[config.mk]
export PLATFORM = sky130hd
export DESIGN_NAME = uart_tx_scheduler_flat
export DESIGN_NICKNAME = d
export VERILOG_FILES = /design/src/rtl/uart_tx_scheduler_if.sv /design/src/rtl/uart_tx_scheduler.sv /design/src/flat_wrapper.sv
export SDC_FILE = /design/constraint.sdc
export NUM_CORES = 1
export LEC_CHECK = 0
export ABC_CLOCK_PERIOD_IN_PS = 2600
export BUFFER_PORTS_ARGS = -buffer_cell sky130_fd_sc_hd__clkbuf_2
export CAP_MARGIN = 5
export CELL_PAD_IN_SITES_DETAIL_PLACEMENT = 1
export CELL_PAD_IN_SITES_GLOBAL_PLACEMENT = 2
export CORE_MARGIN = 5
export CORE_UTILIZATION = 29
export DETAILED_ROUTE_END_ITERATION = 8
export PLACE_DENSITY_LB_ADDON = 0.1
export SLEW_MARGIN = 30
export SYNTH_ARGS = -nofsm -noshare
export SYNTH_HDL_FRONTEND = slang
export SYNTH_SLANG_ARGS = --single-unit
[constraint.sdc]
create_clock -name i_clk -period 2.6 [get_ports i_clk]
set_clock_uncertainty 0.05 [all_clocks]
set_input_delay 0.13 -clock i_clk [delete_from_list [all_inputs] [get_ports i_clk]]
set_output_delay 0.13 -clock i_clk [all_outputs]
set_load 0.005 [all_outputs]
[src/rtl/uart_tx_scheduler_if.sv]
// Bus between the requesters/transmitter and the UART transmit scheduler.
// The scheduler takes the slave side; whoever drives requests takes the master side.
interface uart_tx_scheduler_if #(
    parameter int NUM_REQ = 4
);
    logic [NUM_REQ-1:0]   i_req;
    logic [7*NUM_REQ-1:0] i_data;
    logic                 i_tx_done;
    logic [NUM_REQ-1:0]   o_ack;
    logic [2:0]           o_grant_id;
    logic                 o_busy;
    logic                 o_tx_go;
    logic [8:0]           o_tx_din;

    modport slave (
        input  i_req, i_data, i_tx_done,
        output o_ack, o_grant_id, o_busy, o_tx_go, o_tx_din
    );

    modport master (
        output i_req, i_data, i_tx_done,
        input  o_ack, o_grant_id, o_busy, o_tx_go, o_tx_din
    );
endinterface

[src/rtl/uart_tx_scheduler.sv]
// Round-robin scheduler sharing one 7-bit UART transmitter between NUM_REQ requesters.
// Each grant launches one frame, then the bus is held for the frame plus a guard gap.
module uart_tx_scheduler #(
    parameter int NUM_REQ      = 4,
    parameter int FRAME_CYCLES = 10,
    parameter int GAP_CYCLES   = 2
) (
    input  logic                    i_clk,
    input  logic                    i_rst,
    uart_tx_scheduler_if.slave      bus
);

    typedef enum logic [1:0] {
        ST_IDLE,
        ST_LOAD,
        ST_SEND,
        ST_GAP
    } state_e;

    localparam logic [7:0] FRAME_LOAD = 8'(FRAME_CYCLES - 1);
    localparam logic [7:0] GAP_LOAD   = 8'(GAP_CYCLES - 1);

    state_e               state_q, state_d;
    logic [7:0]           cnt_q, cnt_d;
    logic [2:0]           rr_q, rr_d;
    logic [2:0]           grant_q, grant_d;
    logic [8:0]           din_q, din_d;
    logic [NUM_REQ-1:0]   ack_q, ack_d;
    logic                 busy_q, busy_d;
    logic                 tx_go_q, tx_go_d;

    logic                 req_any;
    logic                 hi_found;
    logic [2:0]           hi_idx;
    logic [2:0]           lo_idx;
    logic [2:0]           winner;
    logic [6:0]           winner_char;

    // Round-robin pick: lowest requester at or above the pointer, else lowest overall.
    // NOTE: every variable driven here gets a default first, so no path can infer a latch.
    always_comb begin
        req_any  = |bus.i_req;
        hi_found = 1'b0;
        hi_idx   = '0;
        lo_idx   = '0;
        for (int k = NUM_REQ - 1; k >= 0; k--) begin
            if (bus.i_req[k]) begin
                lo_idx = 3'(k);
            end
            if (bus.i_req[k] && (k >= int'(rr_q))) begin
                hi_idx   = 3'(k);
                hi_found = 1'b1;
            end
        end
        winner = hi_found ? hi_idx : lo_idx;

        winner_char = '0;
        for (int k = 0; k < NUM_REQ; k++) begin
            if (winner == 3'(k)) begin
                winner_char = bus.i_data[7*k +: 7];
            end
        end
    end

    always_comb begin
        state_d = state_q;
        cnt_d   = cnt_q;
        rr_d    = rr_q;
        grant_d = grant_q;
        din_d   = din_q;
        ack_d   = '0;

        unique case (state_q)
            ST_IDLE: begin
                if (req_any) begin
                    state_d = ST_LOAD;
                    grant_d = winner;
                    din_d   = {2'b00, winner_char};
                    ack_d   = {{(NUM_REQ-1){1'b0}}, 1'b1} << winner;
                    rr_d    = (winner == 3'(NUM_REQ - 1)) ? 3'd0 : winner + 3'd1;
                end
            end

            ST_LOAD: begin
                state_d = ST_SEND;
                cnt_d   = FRAME_LOAD;
            end

            // An early done from the transmitter shortens the frame but never the gap.
            ST_SEND: begin
                if ((cnt_q == 8'd0) || bus.i_tx_done) begin
                    if (GAP_CYCLES == 0) begin
                        state_d = ST_IDLE;
                        cnt_d   = '0;
                    end else begin
                        state_d = ST_GAP;
                        cnt_d   = GAP_LOAD;
                    end
                end else begin
                    cnt_d = cnt_q - 8'd1;
                end
            end

            ST_GAP: begin
                if (cnt_q == 8'd0) begin
                    state_d = ST_IDLE;
                end else begin
                    cnt_d = cnt_q - 8'd1;
                end
            end

            default: begin
                state_d = ST_IDLE;
                cnt_d   = '0;
            end
        endcase

        // Outputs are registered off the next state so the strobe is glitch-free.
        tx_go_d = (state_d != ST_LOAD);
        busy_d  = (state_d != ST_IDLE);
    end

    // NOTE: state flops use non-blocking assignments so every flop samples pre-edge values.
    always_ff @(posedge i_clk or posedge i_rst) begin
        if (i_rst) begin
            state_q <= ST_IDLE;
            cnt_q   <= '0;
            rr_q    <= '0;
            grant_q <= '0;
            din_q   <= '0;
            ack_q   <= '0;
            busy_q  <= 1'b0;
            tx_go_q <= 1'b1;
        end else begin
            state_q <= state_d;
            cnt_q   <= cnt_d;
            rr_q    <= rr_d;
            grant_q <= grant_d;
            din_q   <= din_d;
            ack_q   <= ack_d;
            busy_q  <= busy_d;
            tx_go_q <= tx_go_d;
        end
    end

    assign bus.o_ack      = ack_q;
    assign bus.o_grant_id = grant_q;
    assign bus.o_busy     = busy_q;
    assign bus.o_tx_go    = tx_go_q;
    assign bus.o_tx_din   = din_q;

endmodule

[src/flat_wrapper.sv]
// flat-port wrapper written by rule: the top's interface ports become plain ports
module uart_tx_scheduler_flat 
#(
    parameter int NUM_REQ      = 4,
    parameter int FRAME_CYCLES = 10,
    parameter int GAP_CYCLES   = 2
)
  (i_clk, i_rst, bus_i_req, bus_i_data, bus_i_tx_done, bus_o_ack, bus_o_grant_id, bus_o_busy, bus_o_tx_go, bus_o_tx_din);
  uart_tx_scheduler_if #(.NUM_REQ(NUM_REQ)) bus_i ();
  input  logic i_clk;
  input  logic i_rst;
  input wire logic [$bits(bus_i.i_req)-1:0] bus_i_req;
  input wire logic [$bits(bus_i.i_data)-1:0] bus_i_data;
  input wire logic [$bits(bus_i.i_tx_done)-1:0] bus_i_tx_done;
  output wire logic [$bits(bus_i.o_ack)-1:0] bus_o_ack;
  output wire logic [$bits(bus_i.o_grant_id)-1:0] bus_o_grant_id;
  output wire logic [$bits(bus_i.o_busy)-1:0] bus_o_busy;
  output wire logic [$bits(bus_i.o_tx_go)-1:0] bus_o_tx_go;
  output wire logic [$bits(bus_i.o_tx_din)-1:0] bus_o_tx_din;
  assign bus_i.i_req = bus_i_req;
  assign bus_i.i_data = bus_i_data;
  assign bus_i.i_tx_done = bus_i_tx_done;
  assign bus_o_ack = bus_i.o_ack;
  assign bus_o_grant_id = bus_i.o_grant_id;
  assign bus_o_busy = bus_i.o_busy;
  assign bus_o_tx_go = bus_i.o_tx_go;
  assign bus_o_tx_din = bus_i.o_tx_din;
  uart_tx_scheduler #(.NUM_REQ(NUM_REQ), .FRAME_CYCLES(FRAME_CYCLES), .GAP_CYCLES(GAP_CYCLES)) u_core (.i_clk(i_clk), .i_rst(i_rst), .bus(bus_i));
endmodule
==> summary.txt <==
status - completed
Storage cell area - 677 um2
chip width - 83.6 um
CTS tree - built
Synth Flop Type - dfrtp_1
I/O Buffers - 49
Synth Instances - 166
asr flop ratio synth - 100%
post-CTS sizing - 0
maxcap violations - 0
CTS H-Tree Depth - 1
area delta synth->final - 22.3%
Synth Area per Inst - 9.46 um2
total routed wirelength - 4.27 mm
CP bufs+invs - 1
top achievable clock speed - 445 MHz
CTS Sinks - 27
clk buf depth - 2
Detail Route Antenna Nets - 0
Hold Crit Class - in2reg
root buffer cell - clkbuf_8
RR Startpoint - u_core.rr_q[0]$_DFFE_PP0P_
commonest non-fill, non-tap cell in the layout - clkbuf_2
synthesized flop and latch total - 27
Final Cell Area - 0.00192 mm2
RSZ-0062 raised after global routing - false
CORE AREA - 0.00517 mm2
Worst setup EP type - flip-flop
PwrDens - 964 mW/mm2
die area - 0.00699 mm2
via/cell ratio - 4.91
period utilization - 86.5%
Rel. slew slack - 60.5%
Slew Viols, Final - 0
Total Routing Usage GR - 12.6%
# DRC - 0
DPL Wire Length - 3.27 mm
Post-synth EDFFs - 0
Initial Util - 30.4%
worst slack at placement - 340 ps
Hold Startpoint - bus_i_data[23]
# rows - 26
Setup TNS Final - 0 ps
Worst Tran Pin Value - 593 ps
min Tclk post-route - 2250 ps
vias in the first global route - 1483
commonest cells after routing, fill and taps aside - clkbuf_2 (49), dfrtp_1 (26), a21oi_1 (22)
1st-iter DRT viols - 39
Worst EP required - 2760 ps
first-pass GRT wire length - 7.06 mm
slowest stage delay, CP - 430 ps
YS warnings - 0
IO Count - 53
DR pass1 iterations - 4
count of different cell masters after synthesis - 45
ANT cells - 0
CP delay by family, top - compound AO/OA/AOI/OAI gates
GPL Wtd Cong - 0.765
Die Height - 83.6 um
final hold viol count - 0
pin count of the biggest net entering global routing - 28
area of the mapped netlist - 0.00157 mm2
Seq/Total Area, Yosys - 43.1%
Critical Path AT - 2410 ps
fillers - 637
CP Launch Point - u_core.rr_q[0]$_DFFE_PP0P_
final setup violation count - 0
Pleak - 0.946 nW
Max VDD drop - 0.302 mV
CP Cell Sequence - a21boi_0 -> o21ai_0 -> a21oi_1 -> inv_1 -> ha_1 -> nor2b_2 -> a221oi_1 -> a211o_1 -> a21oi_1
Slowest-stage cell, CP - dfrtp_1
Num CTS Buffers - 3
placed cell area - 0.00187 mm2
final worst slack - 351 ps
startpoint types - flip-flop
Most Frequent Cell on Critical Path - a21oi_1
gr ovfl total - 0
initial antenna violation count - 0
Nets - 256
Via Count - 1394
Routed WL per cell - 15.0 um
Setup CP Type - reg2reg
CTS clk-pin slew, worst paths - 90 ps
clock latency on the worst-skew pair - 280 ps
crit path max fanout - 9
fraction of layout cells with a size suffix above 1 - 30.8%
multi-input combinational cell area - 792 um2
[synth_stat cells (2+ instances only)]
master	count	share of area [%]
a211o_1	8	4.5
a21oi_1	22	7.0
a221oi_1	7	3.9
and2_1	5	2.0
buf_2	3	0.96
buf_4	3	1.4
clkbuf_1	3	0.72
dfrtp_1	26	41
ha_1	6	4.8
inv_1	12	2.9
mux2i_1	2	1.3
nand2_1	12	2.9
nand2b_1	3	1.2
nand3_1	3	0.96
nand3b_1	3	1.4
nand4_1	2	0.80
nor2_1	13	3.1
o21ai_0	2	0.64
o21ai_1	4	1.3
or3b_1	2	1.1
[through the flow]
stage	instances	hold WS, ps	total power, mW	utilization, %
5_1_grt	284	113	2.02	37.1
3_5_place_dp	279	159	1.62	36.1
2_1_floorplan	168	132	1.34	-
6_report	284	104	1.85	37.1
3_3_place_gp	279	152	1.59	36.1
4_1_cts	284	101	1.89	37.1
[state kept, by name (all words and copies together), names as in the netlist]
signal,flops
u_core.bus.o_ack,4
u_core.bus.o_busy,1
u_core.cnt_q,8
u_core.bus.o_tx_din,7
u_core.state_q,2
u_core.bus.o_grant_id,2
u_core.bus.o_tx_go,1
u_core.rr_q,2
[worst reg2reg max path: cells and delay by family (launching register included)]
family	cells	cell delay [ps]
compound gates	6	990
fa+ha+maj	1	320
buf+inv	1	80
flops	1	430
simple gates	1	310
[power breakdown]
| group | internal [mW] | total (mW) | switching [mW] |
|---|---|---|---|
| clock network | 0.110 | 0.252 | 0.142 |
| logic | 0.416 | 0.857 | 0.441 |
| registers | 0.579 | 0.742 | 0.163 |
[final cells by class]
cell class / instances / share of cell area [%]
clock buffers: 4 / 2.35
flip-flops and latches: 27 / 35.2
inverters: 13 / 2.54
multi-input cells: 118 / 41.2
well taps: 70 / 4.56
repair buffers: 52 / 14.1
[cells by family (layout without fill, tap and decap cells)]
group / after synthesis / after routing / synth area share, %
other cells: 1 / 3 / 0.239
mux: 3 / 3 / 1.99
buf+inv: 23 / 69 / 6.93
simple gates: 55 / 55 / 21.0
fa+ha+maj: 6 / 6 / 4.78
flops: 27 / 27 / 43.1
xor+xnor: 1 / 1 / 0.558
compound gates: 50 / 50 / 21.4
[metal layers]
metal / share of wire [%] / vias to the layer above / GRT usage (%)
met5: 0 / - / 0
li1: - / 683 / -
met4: 1.2 / 0 / 4.39
met3: 3.7 / 4 / 2.47
met2: 48 / 27 / 20.2
met1: 47 / 680 / 16.8
[final timing paths]
path	endpoint	depth (start not counted)	slack, ps
worst max register to register	u_core.bus.o_tx_din[3]$_DFFE_PP0P_	9	350
worst max-delay path	u_core.bus.o_tx_din[3]$_DFFE_PP0P_	9	350
worst min register to register	u_core.bus.o_grant_id[0]$_DFFE_PP0P_	2	440
worst min-delay path	u_core.bus.o_tx_din[2]$_DFFE_PP0P_	3	100
min in group asynchronous	u_core.cnt_q[3]$_DFFE_PP0P_	4	390
max in group asynchronous	u_core.bus.o_tx_go$_DFF_PP1_	4	1810
[repair_timing]
item | in CTS | in global routing
setup endpoints to repair | 0 | 0
endpoints found under the hold margin | 26 | 0
hold buffers | 1 | 0
setup buffers | 0 | 0
(Power assumes the default switching activity.)
